--- src/rtl/trace_pkg.sv ---
// Shared encodings and entry layout for the commit-trace buffer.
// An entry is packed as {kind, pc, addr, data}, with data in the low bits.
package trace_pkg;

  localparam logic KIND_GRF = 1'b0;
  localparam logic KIND_DM  = 1'b1;

  localparam int FIELD_W  = 32;
  localparam int OFF_DATA = 0;
  localparam int OFF_ADDR = OFF_DATA + FIELD_W;
  localparam int OFF_PC   = OFF_ADDR + FIELD_W;
  localparam int OFF_KIND = OFF_PC + FIELD_W;
  localparam int ENTRY_W  = OFF_KIND + 1;

  function automatic logic [ENTRY_W-1:0] pack_entry(
    input logic               kind,
    input logic [FIELD_W-1:0] pc,
    input logic [FIELD_W-1:0] addr,
    input logic [FIELD_W-1:0] data
  );
    logic [ENTRY_W-1:0] e;
    e                      = '0;
    e[OFF_KIND]            = kind;
    e[OFF_PC +: FIELD_W]   = pc;
    e[OFF_ADDR +: FIELD_W] = addr;
    e[OFF_DATA +: FIELD_W] = data;
    return e;
  endfunction

endpackage

--- src/rtl/wb_trace_buffer_if.sv ---
// Valid/ready trace drain port. The master side is the buffer and the slave side is the
// consumer (a bench monitor or a UART dumper).
interface wb_trace_buffer_if;

  logic        trace_valid;
  logic        trace_ready;
  logic        trace_kind;
  logic [31:0] trace_pc;
  logic [31:0] trace_addr;
  logic [31:0] trace_data;

  modport master (
    output trace_valid, trace_kind, trace_pc, trace_addr, trace_data,
    input  trace_ready
  );

  modport slave (
    input  trace_valid, trace_kind, trace_pc, trace_addr, trace_data,
    output trace_ready
  );

endinterface

--- src/rtl/trace_fifo.sv ---
// Circular FIFO with two ordered write ports and one read head. The upstream logic raises
// push1 only together with push0, so the two new entries always land in adjacent slots.
module trace_fifo
  import trace_pkg::*;
#(
  parameter int DEPTH = 8,
  parameter int W     = ENTRY_W
) (
  input  logic                     clk,
  input  logic                     reset,
  input  logic                     push0,
  input  logic [W-1:0]             din0,
  input  logic                     push1,
  input  logic [W-1:0]             din1,
  input  logic                     pop,
  output logic [W-1:0]             head,
  output logic [$clog2(DEPTH):0]   count
);

  localparam int AW = $clog2(DEPTH);
  localparam int CW = AW + 1;
  localparam logic [AW-1:0] PTR_ONE = AW'(1);

  logic [W-1:0]  mem [DEPTH];
  logic [AW-1:0] wr_ptr;
  logic [AW-1:0] rd_ptr;
  logic [CW-1:0] cnt;

  // Storage is not reset; the head is masked by the parent while the FIFO is empty.
  always_ff @(posedge clk) begin
    if (push0) mem[wr_ptr] <= din0;
    if (push1) mem[wr_ptr + PTR_ONE] <= din1;
  end

  always_ff @(posedge clk) begin
    if (!reset) begin
      wr_ptr <= '0;
      rd_ptr <= '0;
      cnt    <= '0;
    end else begin
      wr_ptr <= wr_ptr + AW'(push0) + AW'(push1);
      rd_ptr <= rd_ptr + AW'(pop);
      cnt    <= cnt + CW'(push0) + CW'(push1) - CW'(pop);
    end
  end

  assign head  = mem[rd_ptr];
  assign count = cnt;

endmodule

--- src/rtl/wb_trace_buffer.sv ---
// Captures per-cycle GRF-write and DM-store commit events into a FIFO. The FIFO drains over a
// valid/ready port and never stalls the core. Events that find no room are dropped and counted.
module wb_trace_buffer
  import trace_pkg::*;
#(
  parameter int DEPTH  = 8,
  parameter int DROP_W = 16
) (
  input  logic                    clk,
  input  logic                    reset,
  input  logic [31:0]             pc,
  input  logic                    grf_we,
  input  logic [4:0]              grf_addr,
  input  logic [31:0]             grf_wdata,
  input  logic                    dm_we,
  input  logic [31:0]             dm_addr,
  input  logic [31:0]             dm_wdata,
  wb_trace_buffer_if.master       tr,
  output logic [$clog2(DEPTH):0]  count,
  output logic                    overflow,
  output logic [DROP_W-1:0]       drop_cnt
);

  localparam int CW = $clog2(DEPTH) + 1;

  function automatic logic [DROP_W-1:0] sat_add(
    input logic [DROP_W-1:0] a,
    input logic [1:0]        b
  );
    logic [DROP_W:0] s;
    s = {1'b0, a} + (DROP_W+1)'(b);
    return s[DROP_W] ? '1 : s[DROP_W-1:0];
  endfunction

  logic [CW-1:0]      cnt;
  logic [ENTRY_W-1:0] head;
  logic [ENTRY_W-1:0] grf_entry;
  logic [ENTRY_W-1:0] dm_entry;
  logic               valid;
  logic               pop;
  logic               grf_evt;
  logic               dm_evt;
  logic               any_evt;
  logic               both_evt;
  logic [CW-1:0]      space;
  logic               acc0;
  logic               acc1;
  logic [1:0]         n_drop;

  // Writes to $0 are architecturally invisible; inputs during reset are ignored.
  assign grf_evt  = reset && grf_we && (grf_addr != 5'd0);
  assign dm_evt   = reset && dm_we;
  assign any_evt  = grf_evt || dm_evt;
  assign both_evt = grf_evt && dm_evt;

  assign valid = (cnt != '0);
  assign pop   = valid && tr.trace_ready;

  // A slot freed by this cycle's pop can be reused by this cycle's event.
  assign space = CW'(DEPTH) - cnt + CW'(pop);
  assign acc0  = any_evt && (space != '0);
  assign acc1  = both_evt && (space >= CW'(2));
  assign n_drop = 2'(grf_evt) + 2'(dm_evt) - 2'(acc0) - 2'(acc1);

  assign grf_entry = pack_entry(KIND_GRF, pc, {27'b0, grf_addr}, grf_wdata);
  assign dm_entry  = pack_entry(KIND_DM, pc, dm_addr, dm_wdata);

  trace_fifo #(
    .DEPTH (DEPTH),
    .W     (ENTRY_W)
  ) u_fifo (
    .clk   (clk),
    .reset (reset),
    .push0 (acc0),
    .din0  (grf_evt ? grf_entry : dm_entry),
    .push1 (acc1),
    .din1  (dm_entry),
    .pop   (pop),
    .head  (head),
    .count (cnt)
  );

  always_ff @(posedge clk) begin
    if (!reset) begin
      drop_cnt <= '0;
      overflow <= 1'b0;
    end else if (n_drop != 2'd0) begin
      drop_cnt <= sat_add(drop_cnt, n_drop);
      overflow <= 1'b1;
    end
  end

  assign tr.trace_valid = valid;
  assign tr.trace_kind  = valid & head[OFF_KIND];
  assign tr.trace_pc    = valid ? head[OFF_PC +: FIELD_W]   : '0;
  assign tr.trace_addr  = valid ? head[OFF_ADDR +: FIELD_W] : '0;
  assign tr.trace_data  = valid ? head[OFF_DATA +: FIELD_W] : '0;
  assign count          = cnt;

endmodule
--- src/flat_wrapper.sv ---
// flat-port wrapper written by rule: the top's interface ports become plain ports
module wb_trace_buffer_flat import trace_pkg::*;
#(
  parameter int DEPTH  = 8,
  parameter int DROP_W = 16
)
  (clk, reset, pc, grf_we, grf_addr, grf_wdata, dm_we, dm_addr, dm_wdata, count, overflow, drop_cnt, tr_trace_valid, tr_trace_kind, tr_trace_pc, tr_trace_addr, tr_trace_data, tr_trace_ready);
  wb_trace_buffer_if tr_i ();
  input  logic clk;
  input  logic reset;
  input  logic [31:0] pc;
  input  logic grf_we;
  input  logic [4:0] grf_addr;
  input  logic [31:0] grf_wdata;
  input  logic dm_we;
  input  logic [31:0] dm_addr;
  input  logic [31:0] dm_wdata;
  output logic [$clog2(DEPTH):0] count;
  output logic overflow;
  output logic [DROP_W-1:0] drop_cnt;
  output wire logic [$bits(tr_i.trace_valid)-1:0] tr_trace_valid;
  output wire logic [$bits(tr_i.trace_kind)-1:0] tr_trace_kind;
  output wire logic [$bits(tr_i.trace_pc)-1:0] tr_trace_pc;
  output wire logic [$bits(tr_i.trace_addr)-1:0] tr_trace_addr;
  output wire logic [$bits(tr_i.trace_data)-1:0] tr_trace_data;
  input wire logic [$bits(tr_i.trace_ready)-1:0] tr_trace_ready;
  assign tr_trace_valid = tr_i.trace_valid;
  assign tr_trace_kind = tr_i.trace_kind;
  assign tr_trace_pc = tr_i.trace_pc;
  assign tr_trace_addr = tr_i.trace_addr;
  assign tr_trace_data = tr_i.trace_data;
  assign tr_i.trace_ready = tr_trace_ready;
  wb_trace_buffer #(.DEPTH(DEPTH), .DROP_W(DROP_W)) u_core (.clk(clk), .reset(reset), .pc(pc), .grf_we(grf_we), .grf_addr(grf_addr), .grf_wdata(grf_wdata), .dm_we(dm_we), .dm_addr(dm_addr), .dm_wdata(dm_wdata), .tr(tr_i), .count(count), .overflow(overflow), .drop_cnt(drop_cnt));
endmodule
--- config.mk ---
export PLATFORM = sky130hd
export DESIGN_NAME = wb_trace_buffer_flat
export DESIGN_NICKNAME = d
export VERILOG_FILES = /design/src/rtl/trace_pkg.sv /design/src/rtl/wb_trace_buffer_if.sv /design/src/rtl/trace_fifo.sv /design/src/rtl/wb_trace_buffer.sv /design/src/flat_wrapper.sv
export SDC_FILE = /design/constraint.sdc
export NUM_CORES = 1
export LEC_CHECK = 0
export CORE_MARGIN = 2
export CORE_UTILIZATION = 52
export DETAILED_ROUTE_END_ITERATION = 6
export PLACE_DENSITY_LB_ADDON = 0.25
export SLEW_MARGIN = 20
export SYNTH_ARGS = -nofsm -noshare
export SYNTH_HDL_FRONTEND = slang
export SYNTH_SLANG_ARGS = --single-unit
--- constraint.sdc ---
create_clock -name clk -period 6.6 [get_ports clk]
set_input_delay 1.32 -clock clk [delete_from_list [all_inputs] [get_ports clk]]
set_output_delay 1.32 -clock clk [all_outputs]
set_load 0.01 [all_outputs]
==> results_dict.tcl <==
set metrics [dict create \
    endpoint_kind "register" \
    synthAdderAreaFrac_pct 0.721 \
    timing.final.ws_setup_ps 1280 \
    holdWs_ps 510 \
    cts_hold_buf 0 \
    status "finished, final reports clean" \
    synth.distinct_cells 58 \
    worstMarginPinSlew_ps 1100 \
    vias 22721 \
    fin_crit_ps 5320 \
    core-area_mm2 0.0728 \
    criticalPathCategory "in -> reg" \
    drt_iter0_drc 2325 \
    cts_buffers 83 \
    worst_setup_path_start_kind "primary input" \
    cts_setup_buffers 0 \
    tns_ps 0 \
    crit_fanout 7 \
    fillers 5465 \
    h-tree-depth 3 \
    pre_cts_ws_ps 655 \
    die_x_um 275 \
    fin_nets 2746 \
    max_slew_margin_pct 26.7 \
    hold_path.class "reg -> reg" \
    dieArea_mm2 0.0756 \
    portBuffers 256 \
    clock-sinks 803 \
    yosysSeqAreaShare_pct 62.3 \
    max_freq_mhz 188 \
    peakVddDrop_mv 0.267 \
    grt_overflow 0 \
    syn-num-nets 2590 \
    netlist_area_mm2 0.0382 \
    drive_above_1_share_pct 15.3 \
    finalInstanceArea_mm2 0.0439 \
    hpwl_um 53600 \
    clock_latency_ps 630 \
    area_growth_pct 14.9 \
    antenna_found_initial 13 \
    synth-simple-area-share_pct 10.4 \
    synth_mux_area_share_pct 14.1 \
    placementRows 99 \
    synth_xor_area_share_pct 0.479 \
    clock_path_buffers 3 \
    grt_pass1_vias 23762 \
    wl_um 99300 \
    seq_area_mm2 0.0238 \
    netlist_instances 2433 \
    synth_compound_area_share_pct 8.41 \
    synth_top_family_by_area "multiplexers" \
    clkTransAtPathRegs_ps 60 \
    wire_per_inst_um 27.5 \
    layout_common_cells "edfxtp_1, and2_1, a22o_1" \
    power_density_mw_per_mm2 380 \
    start_util_pct 52.4 \
    multi_input_area_mm2 0.0130 \
    synth.avg_cell_area_um2 15.7 \
    leakagePower_nw 14.4 \
    drv_cap 0 \
    min_period_over_period_pct 80.6 \
    drcViolationCount 0 \
    cts_root_buffer "clkbuf_16" \
    hold_viol 0 \
    grt_pass1_wl_um 149000 \
    grt_max_degree 129 \
    crit_arrival_ps 5830 \
    drtAntennaViolNets 0 \
    avgViaCountPerCell 6.29 \
    drv_slew 0 \
    cts_tree "yes" \
    cts_resized 0 \
    grtUsageTotal_pct 26.7 \
    fin_skew_ps 18.1 \
    rsz0062_at_grt "false" \
    place_area_mm2 0.0413 \
    yosys_warnings 0 \
    final_common_cell "edfxtp_1" \
    drt_pass1_iterations 7 \
    place.gp.congestion 0.882 \
    die_h_um 275 \
    cp.required_ps 7110 \
    io_pins 257 \
    final-setup-viol-count 0 \
    ys_ff_latch 803 \
]
final timing paths:
path,endpoint,slack [ps],from,depth (start not counted)
worst min-delay path,u_core.overflow$_SDFFE_PN0P_,510,u_core.overflow$_SDFFE_PN0P_,1
worst max register to register,u_core.drop_cnt[15]$_SDFFE_PN0P_,1550,u_core.u_fifo.count[2]$_SDFF_PN0_,22
worst max-delay path,u_core.drop_cnt[15]$_SDFFE_PN0P_,1280,tr_trace_ready,19
worst min register to register,u_core.overflow$_SDFFE_PN0P_,510,u_core.overflow$_SDFFE_PN0P_,1
state kept, by name, indices dropped and copies added, names as in the netlist:
signal / flops
u_core.u_fifo.rd_ptr: 3
u_core.u_fifo.count: 4
u_core.u_fifo.wr_ptr: 3
u_core.drop_cnt: 16
u_core.u_fifo.mem: 776
u_core.overflow: 1
area by class of cell:
cell class | count | area share, %
Sequential cell | 803 | 54.2
Multi-Input combinational cell | 1360 | 29.7
Clock buffer | 102 | 4.95
Timing Repair Buffer | 316 | 7.29
Inverter | 25 | 0.240
Clock inverter | 41 | 0.816
Tap cell | 959 | 2.74
Antenna cell | 4 | 0.0228
critical path, cell delays in order:
cell	delay, ps
clkdlybuf4s50_1	470
nand2_1	70
ha_1	210
inv_1	80
ha_1	160
xor2_1	230
nand3b_1	260
o22ai_2	180
inv_1	160
fa_1	560
inv_1	50
ha_1	190
xor2_1	460
ha_1	260
a21o_1	80
o21ai_0	250
nor4_1	500
nand3b_1	130
and3_1	200
synthesized netlist by cell type (all sizes together):
| master | instances | area (um^2) |
|---|---|---|
| a41o | 1 | 10.0 |
| mux4 | 194 | 4370 |
| clkbuf | 82 | 308 |
| and3 | 2 | 12.5 |
| fa | 5 | 100 |
| and2 | 355 | 2220 |
| o22ai | 2 | 18.8 |
| nand4 | 3 | 18.8 |
| o41ai | 1 | 8.76 |
| nor3 | 4 | 20.0 |
| a21oi | 4 | 20.0 |
| or4 | 1 | 7.51 |
| nor3b | 1 | 7.51 |
| mux2i | 100 | 1000 |
| o211ai | 9 | 67.6 |
| nand3b | 3 | 22.5 |
| nand2b | 4 | 25.0 |
| o32ai | 4 | 35.0 |
| and4 | 1 | 8.76 |
| clkinv | 3 | 12.5 |
| ha | 14 | 175 |
| dfxtp | 35 | 701 |
| nor4 | 11 | 204 |
| xnor2 | 13 | 121 |
| nand3 | 7 | 35.0 |
| xor2 | 7 | 61.3 |
| nor2b | 133 | 835 |
| inv | 22 | 82.6 |
| a41oi | 1 | 8.76 |
| o21ai | 14 | 81.3 |
| a21boi | 13 | 101 |
| buf | 163 | 993 |
| a31oi | 8 | 50.1 |
| o31ai | 12 | 220 |
| a31o | 1 | 8.76 |
| nand2 | 19 | 71.3 |
| and4b | 1 | 10.0 |
| a22o | 288 | 2520 |
| edfxtp | 768 | 23100 |
| nor2 | 117 | 463 |
| o31a | 5 | 47.6 |
| a21o | 1 | 7.51 |
| or2 | 1 | 6.26 |
stage by stage:
stage	std cells	total power [W]	utilization [%]
3_3_place_gp	3462	0.0122	56.7
2_1_floorplan	2433	0.0101	-
4_1_cts	3605	0.0168	60.2
3_5_place_dp	3462	0.0124	56.7
6_report	3610	0.0167	60.2
5_1_grt	3610	0.0174	60.2
power by group:
group	total (W)	internal [W]	switching [W]
logic	0.00551	0.00250	0.00301
clock network	0.00446	0.00253	0.00193
registers	0.00671	0.00644	0.000270
layer usage:
layer	global-route usage (%)	vias up	part of all wire, %
li1	-	9705	-
met2	46.0	1088	51
met4	9.80	18	3.1
met1	34.3	11661	38
met3	4.45	249	8.0
met5	0	-	0.12
kinds of logic (layout without fill, tap and decap cells):
logic type               after synthesis  after routing
flip-flops                           803            803
AND/OR/NAND/NOR                      663            663
multiplexers                         294            294
adder cells (fa/ha/maj)               19             19
buffers and inverters                270            484
XOR/XNOR                              20             20
other                                  0              4
AO/OA/AOI/OAI                        364            364
Note: power is estimated with default switching activity, not from simulation.
